[src/rtl/sram_8r4w_pipe_prev_if.sv]
// Bus between the request source, the SRAM front pipeline stage and the SRAM itself.
// Read/write ports are packed per-port arrays: index N is port N.
interface sram_8r4w_pipe_prev_if #(
    parameter int SRAM_DEPTH = 64,
    parameter int SRAM_INDEX = 6,
    parameter int SRAM_WIDTH = 8
);
    logic [7:0][SRAM_INDEX-1:0] addr_i;
    logic [7:0]                 re_i;
    logic [3:0][SRAM_INDEX-1:0] addr_wr_i;
    logic [3:0]                 we_i;
    logic [3:0][SRAM_WIDTH-1:0] data_wr_i;

    logic [7:0][SRAM_DEPTH-1:0] decoded_addr_o;
    logic [3:0][SRAM_DEPTH-1:0] decoded_addr_wr_o;
    logic [3:0]                 we_o;
    logic [3:0][SRAM_WIDTH-1:0] data_wr_o;
    logic [7:0]                 bypass_valid_o;
    logic [7:0][SRAM_WIDTH-1:0] bypass_data_o;
    logic                       init_done_o;

    modport master (
        output addr_i, re_i, addr_wr_i, we_i, data_wr_i,
        input  decoded_addr_o, decoded_addr_wr_o, we_o, data_wr_o,
               bypass_valid_o, bypass_data_o, init_done_o
    );

    modport slave (
        input  addr_i, re_i, addr_wr_i, we_i, data_wr_i,
        output decoded_addr_o, decoded_addr_wr_o, we_o, data_wr_o,
               bypass_valid_o, bypass_data_o, init_done_o
    );
endinterface

[src/rtl/sram_8r4w_pipe_prev.sv]
// Front pipeline stage of the 8R/4W decoded-address SRAM: one-hot decode, collision
// bypass, and a post-reset sequencer that writes entry k = k for k < INIT_COUNT.
module sram_8r4w_pipe_prev #(
    parameter int SRAM_DEPTH = 64,
    parameter int SRAM_INDEX = 6,
    parameter int SRAM_WIDTH = 8,
    parameter int INIT_COUNT = 32
) (
    input logic                   clk,
    input logic                   reset,
    sram_8r4w_pipe_prev_if.slave  bus
);
    localparam int NUM_RD = 8;
    localparam int NUM_WR = 4;

    typedef enum logic {ST_INIT, ST_RUN} state_t;
    typedef logic [SRAM_DEPTH-1:0] onehot_t;
    typedef logic [SRAM_INDEX:0]   cnt_t;

    // Indices at or above SRAM_DEPTH match no bit and decode to all-zero.
    function automatic onehot_t decode(input cnt_t idx);
        onehot_t res;
        res = '0;
        for (int i = 0; i < SRAM_DEPTH; i++) begin
            res[i] = (int'(idx) == i);
        end
        return res;
    endfunction

    state_t state_q, state_d;
    cnt_t   cnt_q, cnt_d;

    logic [NUM_RD-1:0][SRAM_DEPTH-1:0] dec_rd_q, dec_rd_d;
    logic [NUM_WR-1:0][SRAM_DEPTH-1:0] dec_wr_q, dec_wr_d;
    logic [NUM_WR-1:0]                 we_q, we_d;
    logic [NUM_WR-1:0][SRAM_WIDTH-1:0] data_wr_q, data_wr_d;
    logic [NUM_RD-1:0]                 byp_valid_q, byp_valid_d;
    logic [NUM_RD-1:0][SRAM_WIDTH-1:0] byp_data_q, byp_data_d;
    logic                              init_done_q, init_done_d;

    always_comb begin
        // NOTE: every variable gets a default before the case so no path leaves one unassigned (no latches).
        state_d     = state_q;
        cnt_d       = cnt_q;
        dec_rd_d    = '0;
        dec_wr_d    = '0;
        we_d        = '0;
        data_wr_d   = '0;
        byp_valid_d = '0;
        byp_data_d  = '0;

        case (state_q)
            ST_INIT: begin
                we_d[0]        = 1'b1;
                dec_wr_d[0]    = decode(cnt_q);
                data_wr_d[0]   = SRAM_WIDTH'(cnt_q);
                cnt_d          = cnt_q + cnt_t'(1);
                if (int'(cnt_q) == INIT_COUNT - 1) begin
                    state_d = ST_RUN;
                end
            end
            ST_RUN: begin
                for (int r = 0; r < NUM_RD; r++) begin
                    dec_rd_d[r] = bus.re_i[r] ? decode({1'b0, bus.addr_i[r]}) : '0;
                end
                for (int w = 0; w < NUM_WR; w++) begin
                    dec_wr_d[w] = decode({1'b0, bus.addr_wr_i[w]});
                end
                we_d      = bus.we_i;
                data_wr_d = bus.data_wr_i;
                // Ascending scan lets the highest matching write port win, as in the SRAM.
                for (int r = 0; r < NUM_RD; r++) begin
                    for (int w = 0; w < NUM_WR; w++) begin
                        if (bus.re_i[r] && bus.we_i[w] &&
                            bus.addr_wr_i[w] == bus.addr_i[r] &&
                            int'(bus.addr_i[r]) < SRAM_DEPTH) begin
                            byp_valid_d[r] = 1'b1;
                            byp_data_d[r]  = bus.data_wr_i[w];
                        end
                    end
                end
            end
            default: state_d = ST_INIT;
        endcase

        init_done_d = (state_d == ST_RUN);
    end

    always_ff @(posedge clk) begin
        // NOTE: sequential state uses non-blocking assignments so all flops update from pre-edge values.
        if (reset) begin
            state_q     <= ST_INIT;
            cnt_q       <= '0;
            dec_rd_q    <= '0;
            dec_wr_q    <= '0;
            we_q        <= '0;
            data_wr_q   <= '0;
            byp_valid_q <= '0;
            byp_data_q  <= '0;
            init_done_q <= 1'b0;
        end else begin
            state_q     <= state_d;
            cnt_q       <= cnt_d;
            dec_rd_q    <= dec_rd_d;
            dec_wr_q    <= dec_wr_d;
            we_q        <= we_d;
            data_wr_q   <= data_wr_d;
            byp_valid_q <= byp_valid_d;
            byp_data_q  <= byp_data_d;
            init_done_q <= init_done_d;
        end
    end

    assign bus.decoded_addr_o    = dec_rd_q;
    assign bus.decoded_addr_wr_o = dec_wr_q;
    assign bus.we_o              = we_q;
    assign bus.data_wr_o         = data_wr_q;
    assign bus.bypass_valid_o    = byp_valid_q;
    assign bus.bypass_data_o     = byp_data_q;
    assign bus.init_done_o       = init_done_q;
endmodule
[src/flat_wrapper.sv]
// flat-port wrapper written by rule: the top's interface ports become plain ports
module sram_8r4w_pipe_prev_flat 
#(
    parameter int SRAM_DEPTH = 64,
    parameter int SRAM_INDEX = 6,
    parameter int SRAM_WIDTH = 8,
    parameter int INIT_COUNT = 32
)
  (clk, reset, bus_addr_i, bus_re_i, bus_addr_wr_i, bus_we_i, bus_data_wr_i, bus_decoded_addr_o, bus_decoded_addr_wr_o, bus_we_o, bus_data_wr_o, bus_bypass_valid_o, bus_bypass_data_o, bus_init_done_o);
  sram_8r4w_pipe_prev_if #(.SRAM_DEPTH(SRAM_DEPTH), .SRAM_INDEX(SRAM_INDEX), .SRAM_WIDTH(SRAM_WIDTH)) bus_i ();
  input logic clk;
  input logic reset;
  input wire logic [$bits(bus_i.addr_i)-1:0] bus_addr_i;
  input wire logic [$bits(bus_i.re_i)-1:0] bus_re_i;
  input wire logic [$bits(bus_i.addr_wr_i)-1:0] bus_addr_wr_i;
  input wire logic [$bits(bus_i.we_i)-1:0] bus_we_i;
  input wire logic [$bits(bus_i.data_wr_i)-1:0] bus_data_wr_i;
  output wire logic [$bits(bus_i.decoded_addr_o)-1:0] bus_decoded_addr_o;
  output wire logic [$bits(bus_i.decoded_addr_wr_o)-1:0] bus_decoded_addr_wr_o;
  output wire logic [$bits(bus_i.we_o)-1:0] bus_we_o;
  output wire logic [$bits(bus_i.data_wr_o)-1:0] bus_data_wr_o;
  output wire logic [$bits(bus_i.bypass_valid_o)-1:0] bus_bypass_valid_o;
  output wire logic [$bits(bus_i.bypass_data_o)-1:0] bus_bypass_data_o;
  output wire logic [$bits(bus_i.init_done_o)-1:0] bus_init_done_o;
  assign bus_i.addr_i = bus_addr_i;
  assign bus_i.re_i = bus_re_i;
  assign bus_i.addr_wr_i = bus_addr_wr_i;
  assign bus_i.we_i = bus_we_i;
  assign bus_i.data_wr_i = bus_data_wr_i;
  assign bus_decoded_addr_o = bus_i.decoded_addr_o;
  assign bus_decoded_addr_wr_o = bus_i.decoded_addr_wr_o;
  assign bus_we_o = bus_i.we_o;
  assign bus_data_wr_o = bus_i.data_wr_o;
  assign bus_bypass_valid_o = bus_i.bypass_valid_o;
  assign bus_bypass_data_o = bus_i.bypass_data_o;
  assign bus_init_done_o = bus_i.init_done_o;
  sram_8r4w_pipe_prev #(.SRAM_DEPTH(SRAM_DEPTH), .SRAM_INDEX(SRAM_INDEX), .SRAM_WIDTH(SRAM_WIDTH), .INIT_COUNT(INIT_COUNT)) u_core (.clk(clk), .reset(reset), .bus(bus_i));
endmodule
[config.mk]
export PLATFORM = sky130hd
export DESIGN_NAME = sram_8r4w_pipe_prev_flat
export DESIGN_NICKNAME = d
export VERILOG_FILES = /design/src/rtl/sram_8r4w_pipe_prev_if.sv /design/src/rtl/sram_8r4w_pipe_prev.sv /design/src/flat_wrapper.sv
export SDC_FILE = /design/constraint.sdc
export NUM_CORES = 1
export LEC_CHECK = 0
export CORE_AREA = 2 2 390 392
export CTS_BUF_LIST = sky130_fd_sc_hd__clkbuf_4 sky130_fd_sc_hd__clkbuf_8
export DETAILED_ROUTE_END_ITERATION = 6
export DIE_AREA = 0 0 392 394
export GPL_TIMING_DRIVEN = 0
export PLACE_DENSITY_LB_ADDON = 0.08
export REMOVE_ABC_BUFFERS = 1
export SLEW_MARGIN = 20
export SYNTH_ARGS = -nofsm -noshare
export SYNTH_HDL_FRONTEND = slang
export SYNTH_SLANG_ARGS = --single-unit
[constraint.sdc]
create_clock -name clk -period 2.6 [get_ports clk]
set_input_delay 0.26 -clock clk [delete_from_list [all_inputs] [get_ports clk]]
set_output_delay 0.26 -clock clk [all_outputs]
set_load 0.01 [all_outputs]
==> results.txt <==
Seq pwr share = 0.460
Tcrit/Tclk final = 1.00
Vias in the first global route = 25,600
Initial antenna violation count = 36
Rows = 143
F_max = 0.383 GHz
Largest cells by area after synthesis = dfxtp_1 63%, nor2_1 12%, xor2_1 3.1%
Cell variety after synth = 60
#FFs+latches synth = 884
Unrepaired setup endpoints after global routing = false
Final Slew Violations = 0
Mapped cell area = 0.0283 mm2
Initial DRC count = 1,302
Post-Syn Instances = 2,993
Kind of critical path = in2reg
Io pins = 995
Final Hold Fails = 0
Final setup fails = 1
Die X = 392 um
Period minus WS final = 2.61 ns
Global route overflow = 0
Initial Util = 0.188
Residual DRC count = 0
Clock insertion delay at the later pin of the skew report = 0.91 ns
Ys async rst share = 0
Clock Tree Root = clkbuf_8
Hold WC Path Type = in2reg
Switching pwr = 7.38 mW
Post-synthesis sequential area ratio = 0.626
Post-DR wirelength/cell = 26.0 um
Clk buf depth = 3
Hpwl dp = 119,000 um
Main synth FF type = dfxtp_1
Core box area = 0.151 mm2
RD Place Congestion = 0.781
Outcome = finished with violations
First-pass GRT wire length = 216,000 um
YS warnings = 0
Layout Skew = 0.0656 ns
Slew headroom = 0.255
Post-Synth Adder-Cell Area = 0.00177
Clock sinks = 884
Post-synthesis mux area share = 0.00354
Final worst slack = -0.00954 ns
Synthesized area per cell = 9.45 um2
CTS buffer count = 167
Post-Synth Simple-Gate Area = 0.221
Vias per Instance = 4.09
Largest family of logic cells by synthesized area = simple AND/OR/NAND/NOR gates
Final wirelength = 161,000 um
Worst Path Required = 3.36 ns
Largest net degree at the start of global routing = 40
ANT nets after route = 0
Worst slack at placement = -1.18 ns
Critical Path AT = 3.37 ns
Crit path max fanout = 15
Post-synthesis xor/xnor area fraction = 0.0613
Max Cap Viol = 0
Failing checks = negative setup slack
Clock slew seen by the registers of the worst setup and hold paths = 0.06 ns
GRT Total Usage = 0.202
1st-pass router iterations = 5
Startpoint type of the worst setup path = primary input
Pleak = 15.1 nW
Cell Pwr Density = 664 mW/mm2
Combinational share of power = 0.050
Area Growth Syn to Fin = 56.9%
Final cell count without fillers = 6,179
Area share of the largest cell type after synthesis = 0.626
Worst slew pin tran = 1.10 ns
CTS tree = done
Port Buffer Count = 994
Synth area leader = dfxtp_1
Endpoint class of the critical path = flip-flop
Worst vdd ir = 0.344 mV
Post-synth EDFFs = 0
CTS H-tree lvls = 4
Clock share of power = 0.489
Placed insts = 5,823
Via count = 25,300
Full die area = 0.154 mm2
Internal power = 22.1 mW
Die Height = 394 um
Nets@finish = 4,141
Layout cell share with drive strength beyond 1 = 0.0976
Switching Fraction = 0.250
Synth Area in Compound Gates = 0.0550
## sequential cells by signal, indices dropped and copies added, names as in the netlist
signal and flops:
u_core.state_q 1, u_core.bus.decoded_addr_wr_o 256, u_core.bus.bypass_valid_o 8, u_core.bus.data_wr_o 32, u_core.bus.decoded_addr_o 512, u_core.bus.we_o 4, u_core.bus.bypass_data_o 64, u_core.cnt_q 7
## layer usage
layer,part of all wire,global-route usage,vias to the layer above
met5,0.0016,0,-
met4,0.023,0.0589,38
met3,0.10,0.0874,249
met2,0.49,0.345,1017
met1,0.39,0.226,12200
li1,-,-,11800
## cell type report
cell class              count  area [um2]
diodes                      9        22.5
flip-flops and latches    884       17700
inverters                  22        82.6
clock inverters            33         255
repair buffers           1069       10700
multi-input cells        1875        9780
well taps                2030        2540
fillers                 16100      106000
clock buffers             257        3270
## timing repair
item                                    in CTS  in global routing
endpoints found under the setup margin     481                196
setup buffers                               28                  9
pin swaps                                    0                  2
hold buffers                                20                  0
gates resized for setup                      4                 20
hold endpoints to repair                   132                  0
## placed cells by master, fill, tap and decap left out, types with 22 or more instances in the layout
| cell type | netlist | routed |
|---|---|---|
| nor3_1 | 23 | 23 |
| nand3_1 | 102 | 101 |
| xnor2_1 | 95 | 95 |
| buf_4 | 0 | 31 |
| and2_1 | 26 | 26 |
| nand2_1 | 224 | 222 |
| a21oi_1 | 41 | 41 |
| clkbuf_4 | 0 | 47 |
| inv_1 | 22 | 22 |
| nand4_1 | 37 | 37 |
| o221ai_1 | 24 | 24 |
| dfxtp_1 | 884 | 883 |
| a22oi_1 | 39 | 39 |
| nor2_1 | 868 | 867 |
| nor2b_1 | 52 | 51 |
| o22ai_1 | 22 | 22 |
| o21ai_0 | 23 | 23 |
| clkbuf_8 | 0 | 214 |
| clkdlybuf4s50_1 | 0 | 966 |
| xor2_1 | 101 | 101 |
## path summary, 6_finish.rpt
check	depth (start not counted)	start	slack, ns	endpoint
setup / recovery	8	bus_addr_wr_i[8]	-0.01	u_core.bus.bypass_data_o[20]
hold / removal	3	bus_addr_i[20]	0.11	u_core.bus.decoded_addr_o[254]
setup reg to reg	7	u_core.state_q	0.20	u_core.bus.decoded_addr_o[326]
hold reg to reg	2	u_core.state_q	0.56	u_core.bus.decoded_addr_wr_o[0]
## power groups by stage
stage                     clock (mW)  sequential (mW)  combinational [mW]
after floorplan                    0             13.9               0.514
after global placement             0             13.9                1.45
after detailed placement           0             13.9                1.46
after CTS                       15.0             13.6                1.49
after global routing            15.6             13.6                1.58
final                           14.4             13.6                1.48
## stage by stage
step | power (mW) | setup TNS, ns | util | hold WS [ns] | instance area (um2)
finish | 29.5 | -0.00954 | 0.295 | 0.105 | 44400
global route | 30.7 | 0 | 0.295 | 0.0592 | 44400
CTS | 30.1 | 0 | 0.294 | 0.00622 | 44300
detailed placement | 15.3 | -236.40 | 0.267 | 0.546 | 40300
global placement | 15.3 | -5746.76 | 0.265 | 0.545 | 39900
floorplan | 14.4 | -1194.95 | - | 0.329 | 27500
## cells in the mapped netlist (all sizes together), types with 3 or more instances
cell type and instances:
or2 9, o221ai 24, xor2 101, and3 3, or4b 5, xnor2 96, nand3b 5, nor2b 52
nand4 37, o21ai 24, o22ai 22, or3 19, a211oi 6, ha 4, mux2i 10, o22a 3
a22oi 39, nor2 868, nor3 23, nor4 28, nand3 102, a21oi 41, nand4b 10, a221oi 8
a31o 4, dfxtp 884, nand2 224, nand2b 15, clkbuf 168, buf 44, or4 8, a311o 11
inv 22, a31oi 19, o211a 4, and2 27, o211ai 3
## cells by family (layout without fill, tap and decap cells)
| kind of cell | after synthesis | count (layout) |
|---|---|---|
| buffers and inverters | 234 | 1381 |
| multiplexers | 10 | 10 |
| AND/OR/NAND/NOR | 1442 | 1442 |
| XOR/XNOR | 197 | 197 |
| adder cells (fa/ha/maj) | 4 | 4 |
| AO/OA/AOI/OAI | 222 | 222 |
| flip-flops | 884 | 884 |
| other | 0 | 9 |
## critical path: stages
cell and delay [ns]:
dlygate4sd3_1 0.55, clkbuf_4 0.34, xor2_1 0.25, nor4_1 0.63, and2_1 0.51, nand2_1 0.10
a311o_1 0.35, a21oi_1 0.34
No activity file was read; power rests on OpenSTA's default activity.
